==> src/rtl/cegen_pkg.sv <==
// cegen_pkg: shared definitions for the programmable clock-enable generator.
//   ch_w(n)     : width of a channel index for n channels, at least 1 bit
//   DEF_NUM_CH  : default number of enable channels
//   DEF_DIV_W   : default divisor register width
//   ch_state_t  : per-channel state {div, nxt, pend, cnt} at the default width
package cegen_pkg;

    localparam int DEF_NUM_CH = 4;
    localparam int DEF_DIV_W  = 8;

    // Channel index width; a single channel still needs a 1-bit select.
    function automatic int ch_w(input int n);
        int w;
        if (n > 1) begin
            w = $clog2(n);
        end else begin
            w = 1;
        end
        return w;
    endfunction

    typedef struct packed {
        logic [DEF_DIV_W-1:0] div;
        logic [DEF_DIV_W-1:0] nxt;
        logic                 pend;
        logic [DEF_DIV_W-1:0] cnt;
    } ch_state_t;

endpackage

==> src/rtl/ce_channel.sv <==
// ce_channel: one programmable enable channel.
//   clk, reset_n : system clock, asynchronous active-low reset
//   run          : global run flag (counting allowed)
//   hold_eff     : effective freeze request (0 when hold support is compiled out)
//   sync         : restart counter at 0
//   wr_hit       : divisor write addressed to this channel
//   wr_div       : new divisor (period-1)
//   ce_p, ce_n   : enables at cnt==0 and cnt==(div+1)>>1
//   pending      : a written divisor is waiting for the period boundary
// The layout mirrors cegen_pkg::ch_state_t, sized by DIV_W here.
module ce_channel
    import cegen_pkg::*;
#(
    parameter int               DIV_W     = DEF_DIV_W,
    parameter logic [DIV_W-1:0] RESET_DIV = {DIV_W{1'b0}}
) (
    input  logic             clk,
    input  logic             reset_n,
    input  logic             run,
    input  logic             hold_eff,
    input  logic             sync,
    input  logic             wr_hit,
    input  logic [DIV_W-1:0] wr_div,
    output logic             ce_p,
    output logic             ce_n,
    output logic             pending
);

    typedef struct packed {
        logic [DIV_W-1:0] div;
        logic [DIV_W-1:0] nxt;
        logic             pend;
        logic [DIV_W-1:0] cnt;
    } state_t;

    state_t           st_r;
    state_t           st_nx_s;
    logic             adv_s;
    logic             term_s;
    logic             apply_s;
    logic [DIV_W:0]   half_s;

    assign adv_s   = run & ~hold_eff;
    assign term_s  = (st_r.cnt == st_r.div);
    // The divisor only changes on an edge that actually closes a period.
    assign apply_s = adv_s & term_s;
    assign half_s  = ({1'b0, st_r.div} + {{DIV_W{1'b0}}, 1'b1}) >> 1;

    // Next-state: pending capture, boundary apply, counter advance.
    always_comb begin
        st_nx_s = st_r;
        if (wr_hit) begin
            st_nx_s.nxt = wr_div;
        end else begin
            st_nx_s.nxt = st_r.nxt;
        end
        if (apply_s) begin
            // A write landing on the terminal edge takes effect directly.
            if (wr_hit) begin
                st_nx_s.div = wr_div;
            end else if (st_r.pend) begin
                st_nx_s.div = st_r.nxt;
            end else begin
                st_nx_s.div = st_r.div;
            end
            st_nx_s.pend = 1'b0;
        end else if (wr_hit) begin
            st_nx_s.pend = 1'b1;
        end else begin
            st_nx_s.pend = st_r.pend;
        end
        if (sync) begin
            st_nx_s.cnt = {DIV_W{1'b0}};
        end else if (adv_s) begin
            if (term_s) begin
                st_nx_s.cnt = {DIV_W{1'b0}};
            end else begin
                st_nx_s.cnt = st_r.cnt + {{(DIV_W-1){1'b0}}, 1'b1};
            end
        end else begin
            st_nx_s.cnt = st_r.cnt;
        end
    end

    // Channel state register.
    always_ff @(posedge clk or negedge reset_n) begin
        if (!reset_n) begin
            st_r.div  <= RESET_DIV;
            st_r.nxt  <= RESET_DIV;
            st_r.pend <= 1'b0;
            st_r.cnt  <= {DIV_W{1'b0}};
        end else begin
            st_r <= st_nx_s;
        end
    end

    // Enables decode registered state; only hold reaches them combinationally.
    assign ce_p    = adv_s & (st_r.cnt == {DIV_W{1'b0}});
    assign ce_n    = adv_s & (st_r.div != {DIV_W{1'b0}}) & ({1'b0, st_r.cnt} == half_s);
    assign pending = st_r.pend;

endmodule

==> src/rtl/ce_generator_prog.sv <==
// ce_generator_prog: NUM_CH independent clock-enable pairs with runtime
// divisors applied at period boundaries.
//   clk, reset_n : system clock, asynchronous active-low reset
//   wr_en/wr_ch/wr_div : single-cycle divisor write (out-of-range wr_ch ignored)
//   sync         : restart all channel counters
//   hold         : freeze all channels; functional only when the macro
//                  CEGEN_HOLD_EN is defined, otherwise ignored
//   ce_p, ce_n, pending : per-channel outputs
module ce_generator_prog
    import cegen_pkg::*;
#(
    parameter int                      NUM_CH    = DEF_NUM_CH,
    parameter int                      DIV_W     = DEF_DIV_W,
    parameter logic [NUM_CH*DIV_W-1:0] RESET_DIV = {8'd63, 8'd15, 8'd15, 8'd3}
) (
    input  logic                      clk,
    input  logic                      reset_n,
    input  logic                      wr_en,
    input  logic [ch_w(NUM_CH)-1:0]   wr_ch,
    input  logic [DIV_W-1:0]          wr_div,
    input  logic                      sync,
    input  logic                      hold,
    output logic [NUM_CH-1:0]         ce_p,
    output logic [NUM_CH-1:0]         ce_n,
    output logic [NUM_CH-1:0]         pending
);

    localparam int CH_W = ch_w(NUM_CH);

    logic              run_r;
    logic              hold_eff_s;
    logic [NUM_CH-1:0] wr_hit_s;

`ifdef CEGEN_HOLD_EN
    assign hold_eff_s = hold;
`else
    logic unused_hold_s;
    assign hold_eff_s    = 1'b0;
    assign unused_hold_s = hold;
`endif

    // Run flag: set on the first edge after reset release so no channel
    // emits a partial pulse out of reset.
    always_ff @(posedge clk or negedge reset_n) begin
        if (!reset_n) begin
            run_r <= 1'b0;
        end else begin
            run_r <= 1'b1;
        end
    end

    genvar i;
    generate
        for (i = 0; i < NUM_CH; i++) begin : g_ch
            // Indices >= NUM_CH never match, so such writes are dropped.
            assign wr_hit_s[i] = wr_en & (wr_ch == CH_W'(i));

            ce_channel #(
                .DIV_W     (DIV_W),
                .RESET_DIV (RESET_DIV[i*DIV_W +: DIV_W])
            ) u_ch (
                .clk      (clk),
                .reset_n  (reset_n),
                .run      (run_r),
                .hold_eff (hold_eff_s),
                .sync     (sync),
                .wr_hit   (wr_hit_s[i]),
                .wr_div   (wr_div),
                .ce_p     (ce_p[i]),
                .ce_n     (ce_n[i]),
                .pending  (pending[i])
            );
        end
    endgenerate

endmodule

==> config.mk <==
export PLATFORM = sky130hd
export DESIGN_NAME = ce_generator_prog
export DESIGN_NICKNAME = d
export VERILOG_FILES = /design/src/rtl/cegen_pkg.sv /design/src/rtl/ce_channel.sv /design/src/rtl/ce_generator_prog.sv
export SDC_FILE = /design/constraint.sdc
export NUM_CORES = 1
export LEC_CHECK = 0
export BUFFER_PORTS_ARGS = -buffer_cell sky130_fd_sc_hd__buf_2
export CAP_MARGIN = 0
export CORE_ASPECT_RATIO = 1.25
export CORE_MARGIN = 5
export CORE_UTILIZATION = 50
export CTS_CLUSTER_DIAMETER = 150
export DETAILED_ROUTE_END_ITERATION = 16
export GPL_ROUTABILITY_DRIVEN = 0
export GPL_TIMING_DRIVEN = 1
export PLACE_DENSITY = 0.78
export SLEW_MARGIN = 20
export SYNTH_ARGS = -nofsm -noshare
export SYNTH_HDL_FRONTEND = slang
export SYNTH_SLANG_ARGS = --single-unit
==> constraint.sdc <==
create_clock -name clk -period 2.4 [get_ports clk]
set_input_delay 0.12 -clock clk [delete_from_list [all_inputs] [get_ports clk]]
set_output_delay 0.12 -clock clk [all_outputs]
set_load 0.005 [all_outputs]
# After elaboration in Yosys (flattened, before gate mapping)
# Cells that the tools add are included.
dict set report totals {
  ff_bits 101
  inputBits 15
  out_inout_bits 12
  wordCells 106
}
dict set report op_classes {
  n_addsub 8
  n_eq_ne 11
  n_mux 28
  bitwise 20
  reduce_logical 22
}
# operator n
set op_table {}
lappend op_table {{$mux W8} 20}
lappend op_table {{$eq A8 B8 Y1} 8}
lappend op_table {{$add A8 B1 Y9 const B} 4}
lappend op_table {{$add A8 B1 Y8 const B} 4}
lappend op_table {{$logic_not A8 Y1} 4}
lappend op_table {{$reduce_bool A8 Y1} 4}
lappend op_table {{$and A1 B1 Y1} 20}
lappend op_table {{$reduce_bool A2 Y1} 9}
lappend op_table {{$mux W1} 8}
lappend op_table {{$reduce_and A2 Y1} 4}
lappend op_table {{$eq A2 B2 Y1 const B} 2}
lappend op_table {{$eq A2 B1 Y1 const B} 1}
lappend op_table {{$logic_not A2 Y1} 1}

# Depth between registers and ports, before layout
# Gate-level depths: netlist of run 1.
dict set report logic_depth {
  depth_word 4
  ltp_mapped 8
  mapped_depth_nobuf 7
}

# By module
# Synthesis of run 1 repeated with hierarchy kept, for this count alone.
dict set report unflattened {
  cells_unflattened 667
  area_unflattened_um2 6786.5
}
# mod instances cells_each area_each_um2 seq_area_each_um2
set by_module_without_submodules {}
lappend by_module_without_submodules {{ce_channel (g_ch[1].u_ch ...)} 2 165 1679.1 635.6}
lappend by_module_without_submodules {{ce_channel (g_ch[3].u_ch)} 1 165 1684.1 640.6}
lappend by_module_without_submodules {{ce_channel (g_ch[0].u_ch)} 1 165 1674.1 630.6}
lappend by_module_without_submodules {ce_generator_prog 1 7 70.1 25.0}

# Worst setup path after synthesis of run 1
# Ideal clock, no wire load.
dict set report synth_path {
  kind {reg-to-output}
  startpoint {reg g_ch[1].u_ch.st_r[17] in the netlist's numbering}
  endpoint {out ce_n[1]}
  arrival_time_ps 1922
  required_time_ps 2280
  slack_ps 358
  path_stages_with_launch 7
  path_buffers 1
  cell_sequence {dfstp_2 > ha_1 > nand3_1 > o31a_1 > or4_1 > a21oi_1 > buf_4}
}
dict set report synth_via {
  elab_chain_cells 3
  word_cells_on_any_way 5
  classes_between {add/sub (1); eq/ne (1); bitwise (2); reduce/logical (1)}
}
# item line
set synth_lines {}
lappend synth_lines {{from (decl)} ce_channel.sv:36} ;# state_t st_r;
lappend synth_lines {{from (signal assigned)} ce_channel.sv:93} ;# st_r <= st_nx_s;
lappend synth_lines {{$add A8 B1 Y9 / $reduce_bool A8 Y1 (equally long branches)} {ce_channel.sv:47, ce_channel.sv:99}}
lappend synth_lines {{$eq A8 B8 Y1 / $and A1 B1 Y1 (equally long branches)} ce_channel.sv:99} ;# assign ce_n = adv_s & (st_r.div != {DIV_W{1'b0}}) & ({1'b0, st_r.cnt} == half_s);
lappend synth_lines {{$and A1 B1 Y1 (*)} ce_channel.sv:99}
lappend synth_lines {{to (decl)} ce_generator_prog.sv:24} ;# output logic [NUM_CH-1:0] ce_n,
# Every way passes the cells marked *; elsewhere a longest branch is shown, timed or not.

# Worst setup path in the final report of run 1
dict set report layout_path {
  startpoint {reg g_ch[1].u_ch.st_r[18] in the netlist's numbering}
  endpoint {out ce_n[1]}
}
# The elaborated chain is that of the path after synthesis.

==> out/summary.txt, run 1 <==
==================================================================================
Status                                                                complete, no violations
Detailed-routing iteration count for the pre-antenna-repair pass                 5
Largest fanout on the critical path                                              6
Bufs and invs on worst path                                                      1
Placed cell count                                                              729
Filler Cells Inserted                                                          983
Flip-flop cell with the highest count after synthesis                      dfrtp_1
Number of global-route vias before repair                                    4,603
Number of register bits inferred by synthesis                                  101
Largest net degree at the start of global routing                              102
Aggregate routed wire length                                              13.54 mm
Antenna diode count                                                              0
Num ports                                                                       27
Met1 layer usage reported by global route                                   0.2489
Floorplan row count                                                             45
Nets@finish                                                                    617
Count of port buffers added during placement                                    25
GR met2 Demand/Resource                                                     0.3245
Final cycle utilization of the critical path                                0.9902
Reg clk slew, reported paths                                                 70 ps
Mapped Area                                                              6125 um^2
Achievable frequency                                                     420.8 MHz
Final Instance Count excl. Fillers                                             755
Initial core utilization                                                    0.5059
CP Data Arrival Time                                                       2260 ps
Max stage delay on crit path                                                590 ps
Endpoints failing setup                                                          0
Storage element area                                                     2567 um^2
CORE AREA                                                              12,110 um^2
Clk_lat worst skew                                                          340 ps
Busiest grt layer                                                             met2
# clock sinks                                                                  101
Maximum count of clock buffers along a single path                               2
Seq/Total Area, Yosys                                                       0.4192
Type of the setup path with the least slack                                reg2out
Hold Crit Start                                                          wr_div[3]
H-tree lvl count                                                                 3
Minimum period implied by the final worst setup slack                      2376 ps
Number of antenna violations at the first check in global routing                0
Slew at the pin closest to its max-slew limit                             558.6 ps
Reg2reg start                                                         g_ch[2].u_ch.st_r[17]$_DFFE_PN1P_
TritonCTS clock tree                                                         built
Endpoint of the worst hold path                                       g_ch[3].u_ch.st_r[12]$_DFFE_PN1P_
Worst-case register-to-register setup slack                                 310 ps
Required time worst endpoint                                               2280 ps
Yosys top cell area share                                                   0.2819
Ordered list of cells on the worst path                               ha_4 > nand3_4 > o31a_1 > or4_4 > a21oi_2 > buf_2
Post-synth ARST share                                                        1.000
Footprint of the multi-input gates                                       3278 um^2
Via-per-instance ratio                                                       5.870
Final instance area                                                      6768 um^2
Cell class contributing the biggest share of worst-path delay         simple AND/OR/NAND/NOR gates
Horizontal extent of the die                                              109.0 um
Met3 demand-to-capacity share in global routing                            0.03781
Root Buffer Master                                                       clkbuf_16
Vias                                                                         4,432
Mapped Nets                                                                    622
FF-to-FF End                                                          g_ch[2].u_ch.st_r[23]$_DFFE_PN0P_
Hold violation count in the final report                                         0
CTS buffer count                                                                 9
Total Die Area                                                         14,580 um^2
Cell area reported after detailed placement                              6212 um^2
Count of pins over their slew limit                                              0
Hold Path Cell Cnt                                                               2
Area growth from synthesis to layout                                        10.50%
Worst rel slew slack                                                        0.6265
Worst IR Drop VDD                                                        0.5449 mV
Startpoint class of the critical path                                     register
Slowest stage cell on the critical path                                    dfstp_2
Average wire per standard cell                                            17.93 um
HPWL Detailed                                                             9.393 mm
Unrepaired setup endpoints after global routing                               true
DIE HEIGHT                                                                133.7 um
Largest cells by area after synthesis                                 dfrtp_1, dfstp_2, mux2_2, xnor2_1, xor2_1
Final setup skew                                                          5.857 ps
Number of cells traversed by the worst register-to-register path                 6
Worst hold-check path type                                                  in2reg
Drt drc                                                                          0
Number of synthesized flops with an enable pin                                   0
Wire length of the first global-routing pass                              22.46 mm
Total track usage                                                           0.1948
Share of final-layout standard cells stronger than drive strength 1         0.2995
Sort of element at the end of the critical path                       primary output
Post-synthesis cell type with the largest combined area                    dfrtp_1
Yosys warns                                                                      0
Detailed router's first-iteration violation count                              243
CP startpoint                                                         g_ch[1].u_ch.st_r[18]$_DFFE_PN1P_
Maximum Capacitance Violations                                                   0
Distinct cell type count of the synthesized netlist                             61
Standby leakage power                                                     2.839 nW
Pwr dens                                                              1020 nW/um^2
Post-route antenna net violation count                                           0
Total overflow reported by the global router                                     0
Number of cells produced by synthesis                                          591
Average cell area after synthesis                                       10.36 um^2
==================================================================================
cells in the final DEF (no fill, tap or decap), types with 3 or more instances in the layout:
cell       synthesis  final
dfrtp_1           69     69
mux2_2            51     51
xnor2_1           52     50
nor2_1            33     33
dfstp_2           32     32
xor2_1            29     28
inv_1             28     26
nand2_1           24     24
buf_2             22     24
nand4_1           20     20
nand3_1           20     19
o21ai_0           20     19
buf_4             13     16
ha_1              16     12
and3_1            10     10
clkbuf_16          0     10
nor3_1            10      9
a22o_1             9      9
nor2b_1            9      9
a21oi_1            9      8
mux2_4             8      8
mux2_1             8      8
nand2b_1           6      6
nor4_1             5      5
and4_1             5      5
o22ai_1            4      4
nor4b_1            4      4
nand3b_1           3      3
nor3b_1            3      3
a2111oi_2          0      3
mux2i_1            3      3
nor3_2             2      3
ha_4               0      3
where the power goes:
group	total, mW	switching [mW]	internal, mW
Sequential	2.95	0.700	2.25
Clock	1.62	0.633	0.983
Combinational	2.33	1.06	1.27
state kept, by name (all words and copies together) (netlist names):
signal,cells
g_ch.u_ch.st_r,96
g_ch.u_ch.pending,4
run_r,1
synth_stat cells, types with 5 or more instances:
library cell,count
nor4_1,5
o21ai_0,20
buf_2,22
xnor2_1,52
mux2_2,51
and3_1,10
nand3_1,20
a21oi_1,9
nand4_1,20
mux2_4,8
nor2b_1,9
a22o_1,9
dfrtp_1,69
mux2_1,8
dfstp_2,32
inv_1,28
nand2b_1,6
clkbuf_1,20
nor3_1,10
ha_1,16
nor2_1,33
buf_4,13
and4_1,5
nand2_1,24
xor2_1,29
through the flow:
| step | total power [mW] | hold WS, ps | util | TNS (ps) | worst slack [ps] |
|---|---|---|---|---|---|
| floorplan | 4.507 | -175.6 | - | 0 | 357.7 |
| global placement | 4.785 | 219.0 | 0.5132 | 0 | 260.0 |
| detailed placement | 4.950 | 216.6 | 0.5132 | 0 | 151.8 |
| CTS | 6.783 | 99.83 | 0.5512 | -10.98 | -10.98 |
| global route | 7.310 | 101.9 | 0.5591 | -138.1 | -71.61 |
| finish | 6.901 | 116.5 | 0.5591 | 0 | 23.63 |
cell families (layout without fill, tap and decap cells):
kind of cell	Yosys count	count (layout)	share of synthesized area
AO/OA/AOI/OAI	69	69	0.07886
XOR/XNOR	81	81	0.1158
adder cells (fa/ha/maj)	16	16	0.03269
buffers and inverters	86	86	0.06782
flip-flops	101	101	0.4192
multiplexers	70	70	0.1330
other	1	1	0.0006123
AND/OR/NAND/NOR	167	167	0.1520
per-layer routing:
layer  part of all wire  wire, um  up-vias
li1                   -         -     2032
met1               0.42      5675     2234
met2               0.51      6938      133
met3              0.042       571       33
met4              0.026       355        0
met5                  0         0        -
worst max-delay path by stage:
stage	endpoint	slack [ps]	depth (start not counted)
finish	ce_n[1]	20	6
global route	ce_n[1]	-70	7
CTS	ce_n[2]	-10	8
detailed placement	ce_n[2]	150	8
global placement	ce_n[1]	260	6
floorplan	ce_n[1]	360	6
worst reg2reg max path: stages (launching register included):
cell	delay, ps
dfstp_2	530
buf_4	150
xnor2_1	120
nand4_1	100
nor2_1	230
and3_1	460
mux2_2	390
what timing repair did:
action                                 4_1_cts  5_1_grt
hold buffers                                 1        0
setup endpoints to repair                    4        4
endpoints found under the hold margin       69        0
resized for setup                           15       12
pin swaps                                    8       10
buffers inserted                             6        3
layout make-up:
| cell class | count | area share |
|---|---|---|
| clock buffer | 10 | 0.03698 |
| clock inverter | 6 | 0.01350 |
| inverter | 28 | 0.01553 |
| multi-input combinational | 404 | 0.4844 |
| sequential | 101 | 0.3794 |
| tap | 164 | 0.03032 |
| timing repair buffer | 42 | 0.03993 |
No activity file was read; power rests on OpenSTA's default activity.
==> run 2: changes to the inputs <==
--- a/config.mk
+++ b/config.mk
@@ -18,4 +18,5 @@
 export SLEW_MARGIN = 20
 export SYNTH_ARGS = -nofsm -noshare
 export SYNTH_HDL_FRONTEND = slang
+export SYNTH_HIERARCHICAL = 1
 export SYNTH_SLANG_ARGS = --single-unit
==> out/summary.txt, run 2 <==
==========================================================================================
Status                                                                        finished with violations
Violations in the final reports                                               setup timing
Ordered list of cells on the worst path                                       inv_2 > ha_4 > xor2_2 > or4_4 > nor4b_4 > o2111a_1 > buf_2
Pwr dens                                                                      935.7 nW/um^2
Most common cell after layout, fill and taps aside                                 dfrtp_1
Total met2 wirelength after detailed routing                                      7.871 mm
CP Data Arrival Time                                                               2400 ps
Clk_lat worst skew                                                                  340 ps
Total Die Area                                                                 16,020 um^2
Cell class contributing the biggest share of worst-path delay                 simple AND/OR/NAND/NOR gates
Drt drc                                                                                  0
Num ports                                                                               27
CTS buffer count                                                                         9
Post-Synth XOR/XNOR Area                                                           0.06711
Area growth from synthesis to layout                                                8.389%
FF-to-FF End                                                                  g_ch[0].u_ch/st_r[23]$_DFFE_PN0P_
Number of antenna violations at the first check in global routing                        0
Most frequent cells after synthesis                                           dfrtp_1, nand2_1, nor2_1, buf_4
Worst-case register-to-register setup slack                                         280 ps
Multiplexer fraction of the synthesized cell area                                   0.1298
Reg2reg start                                                                 g_ch[0].u_ch/st_r[18]$_DFFE_PN1P_
Average cell area after synthesis                                               10.17 um^2
Achievable frequency                                                             397.4 MHz
Average wire per standard cell                                                    17.83 um
HPWL Detailed                                                                     10.61 mm
DIE HEIGHT                                                                        140.3 um
Floorplan row count                                                                     47
Nets@finish                                                                            712
Count of pins over their slew limit                                                      0
Maximum count of clock buffers along a single path                                       2
Number of cells produced by synthesis                                                  667
Endpoints failing setup                                                                  4
Required time worst endpoint                                                       2280 ps
Worst hold-check path type                                                          in2reg
Wire length of the first global-routing pass                                      25.61 mm
Reg clk slew, reported paths                                                         70 ps
Setup crit end                                                                     ce_n[0]
Top layer reached by signal wires                                                     met4
Flip-flop count of the largest register after layout                                    96
Final setup skew                                                                  6.212 ps
Number of cells traversed by the worst register-to-register path                         6
Antenna diode count                                                                      0
Setup slack after placement                                                       36.69 ps
Slowest stage cell on the critical path                                            dfstp_2
Register with the most flip-flops                                             g_ch.u_ch/st_r
Cell area reported after detailed placement                                      6869 um^2
Yosys top cell area share                                                           0.2544
Sort of element at the end of the critical path                               primary output
Filler Cells Inserted                                                                1,129
Final cycle utilization of the critical path                                         1.049
Number of register bits inferred by synthesis                                          101
Share of synthesized cell area in full adder, half adder and majority cells        0.02950
Commonest cells after routing, fill and taps aside                            dfrtp_1, nand2_1, nor2_1, a21oi_1, xor2_1
Dominant combinational cell family by area after synthesis                    simple AND/OR/NAND/NOR gates
Minimum period implied by the final worst setup slack                              2517 ps
Share of final-layout standard cells stronger than drive strength 1                 0.2959
Routed length on met1                                                             6.359 mm
Hold violation count in the final report                                                 0
Largest net degree at the start of global routing                                       52
Via-per-instance ratio                                                               5.984
# clock sinks                                                                          101
Post-synthesis cell type with the largest combined area                            dfrtp_1
Max stage delay on crit path                                                        560 ps
Storage element area                                                             2567 um^2
Worst rel slew slack                                                                0.5401
Distinct cell type count of the synthesized netlist                                     49
CORE AREA                                                                      13,290 um^2
Final instance area                                                              7356 um^2
Compound-gate portion of the synthesized area                                       0.1217
Unrepaired setup endpoints after global routing                                       true
Vias                                                                                 5,128
Largest cells by area after synthesis                                         dfrtp_1, dfstp_2, mux2_4, mux2_2, xor2_1
Maximum Capacitance Violations                                                           0
Detailed router's first-iteration violation count                                      366
Root Buffer Master                                                               clkbuf_16
Post-synth ARST share                                                                1.000
Bufs and invs on worst path                                                              2
Worst IR Drop VDD                                                                0.4805 mV
Number of synthesized flops with an enable pin                                           0
Wire length on met3                                                                 695 um
Post-route antenna net violation count                                                   0
CP startpoint                                                                 g_ch[0].u_ch/st_r[17]$_DFFE_PN1P_
Horizontal extent of the die                                                      114.2 um
Aggregate routed wire length                                                      15.28 mm
Total overflow reported by the global router                                             0
Count of port buffers added during placement                                            25
Detailed-routing iteration count for the pre-antenna-repair pass                         5
Total track usage                                                                   0.1948
H-tree lvl count                                                                         3
Post-Synth Simple-Gate Area                                                         0.1877
Standby leakage power                                                             3.158 nW
Post-route setup slack                                                           -116.6 ps
Slew at the pin closest to its max-slew limit                                     689.8 ps
Largest fanout on the critical path                                                      2
Initial core utilization                                                            0.5106
Number of global-route vias before repair                                            5,210
Startpoint class of the critical path                                             register
Yosys warns                                                                              6
Flip-flop cell with the highest count after synthesis                              dfrtp_1
Footprint of the multi-input gates                                               3816 um^2
Most common cell in the synthesized netlist                                        dfrtp_1
TritonCTS clock tree                                                                 built
Type of the setup path with the least slack                                        reg2out
Logic depth of the worst setup path including buffers                                    7
Mapped Area                                                                      6787 um^2
Seq/Total Area, Yosys                                                               0.3783
==========================================================================================
==> run 2: cell types whose count changed in the layout (fill, tap and decap cells not counted), moves of 12 or more <==
cell     before  now
xnor2_1      50   16
a21oi_1       8   36
mux2_4        8   32
nand2_1      24   48
mux2_2       51   32
nand4_1      20    4
buf_4        16   29
nor2_1       33   45
==> run 2: through the flow <==
step,util,total power [mW],hold slack (ps),instances,setup TNS (ps)
floorplan,-,4.744,-175.6,674,0
global placement,0.5169,5.041,201.3,833,0
detailed placement,0.5169,5.165,205.8,833,0
CTS,0.5494,6.780,91.66,857,-512.0
global route,0.5535,7.315,110.0,857,-621.6
finish,0.5535,6.883,103.9,857,-364.5
==> run 2: how the worst min path moves through the flow <==
stage,start,to,slack [ps],cells past startpoint
global placement,reset_n,g_ch[1].u_ch/st_r[4]$_DFFE_PN0P_,200,1
finish,wr_div[4],g_ch[0].u_ch/st_r[13]$_DFFE_PN0P_,100,2
detailed placement,reset_n,g_ch[1].u_ch/st_r[5]$_DFFE_PN0P_,210,1
global route,wr_div[2],g_ch[3].u_ch/st_r[11]$_DFFE_PN1P_,110,2
floorplan,reset_n,g_ch[0].u_ch/pending$_DFFE_PN0P_,-180,0
CTS,wr_div[2],g_ch[3].u_ch/st_r[11]$_DFFE_PN1P_,90,2
==> run 2: power by group <==
group	switching [mW]	internal, mW
Clock	0.669	0.715
Combinational	1.31	1.40
Sequential	0.569	2.23
==> run 2: cell families (layout without fill, tap and decap cells) <==
logic type	count (synthesis)	count (layout)
simple gates	216	216
compound gates	124	124
flops	101	101
buf+inv	88	100
mux	68	68
xor+xnor	52	52
fa+ha+maj	16	16
other cells	2	9
==> run 2: worst register-to-register path, cell delays in order, from the launching register on <==
cell and delay, ps:
dfstp_2 540, buf_4 130, xor2_1 90, nor4_2 350, and2_1 420, nand2_8 150
mux2_4 330
==> run 2: final cells by class <==
| cell class | instances | share of cell area |
|---|---|---|
| clock buffers | 10 | 0.03113 |
| clock inverters | 6 | 0.006123 |
| inverters | 28 | 0.01429 |
| multi-input cells | 485 | 0.5188 |
| flip-flops and latches | 101 | 0.3490 |
| well taps | 171 | 0.02909 |
| repair buffers | 56 | 0.05154 |
==> run 2: what timing repair did <==
item                                   in CTS  in global routing
hold buffers                                1                  0
pin swaps                                   7                  6
setup buffers                               7                  0
setup endpoints to repair                   4                  4
endpoints found under the hold margin      34                  0
gates resized for setup                    18                 14
==> run 2: routing by layer <==
layer  vias to the layer above  GRT usage
met5                         -          0
met4                         0    0.08255
met3                        25    0.02804
met2                       177     0.3353
met1                      2549     0.2422
li1                       2377          -
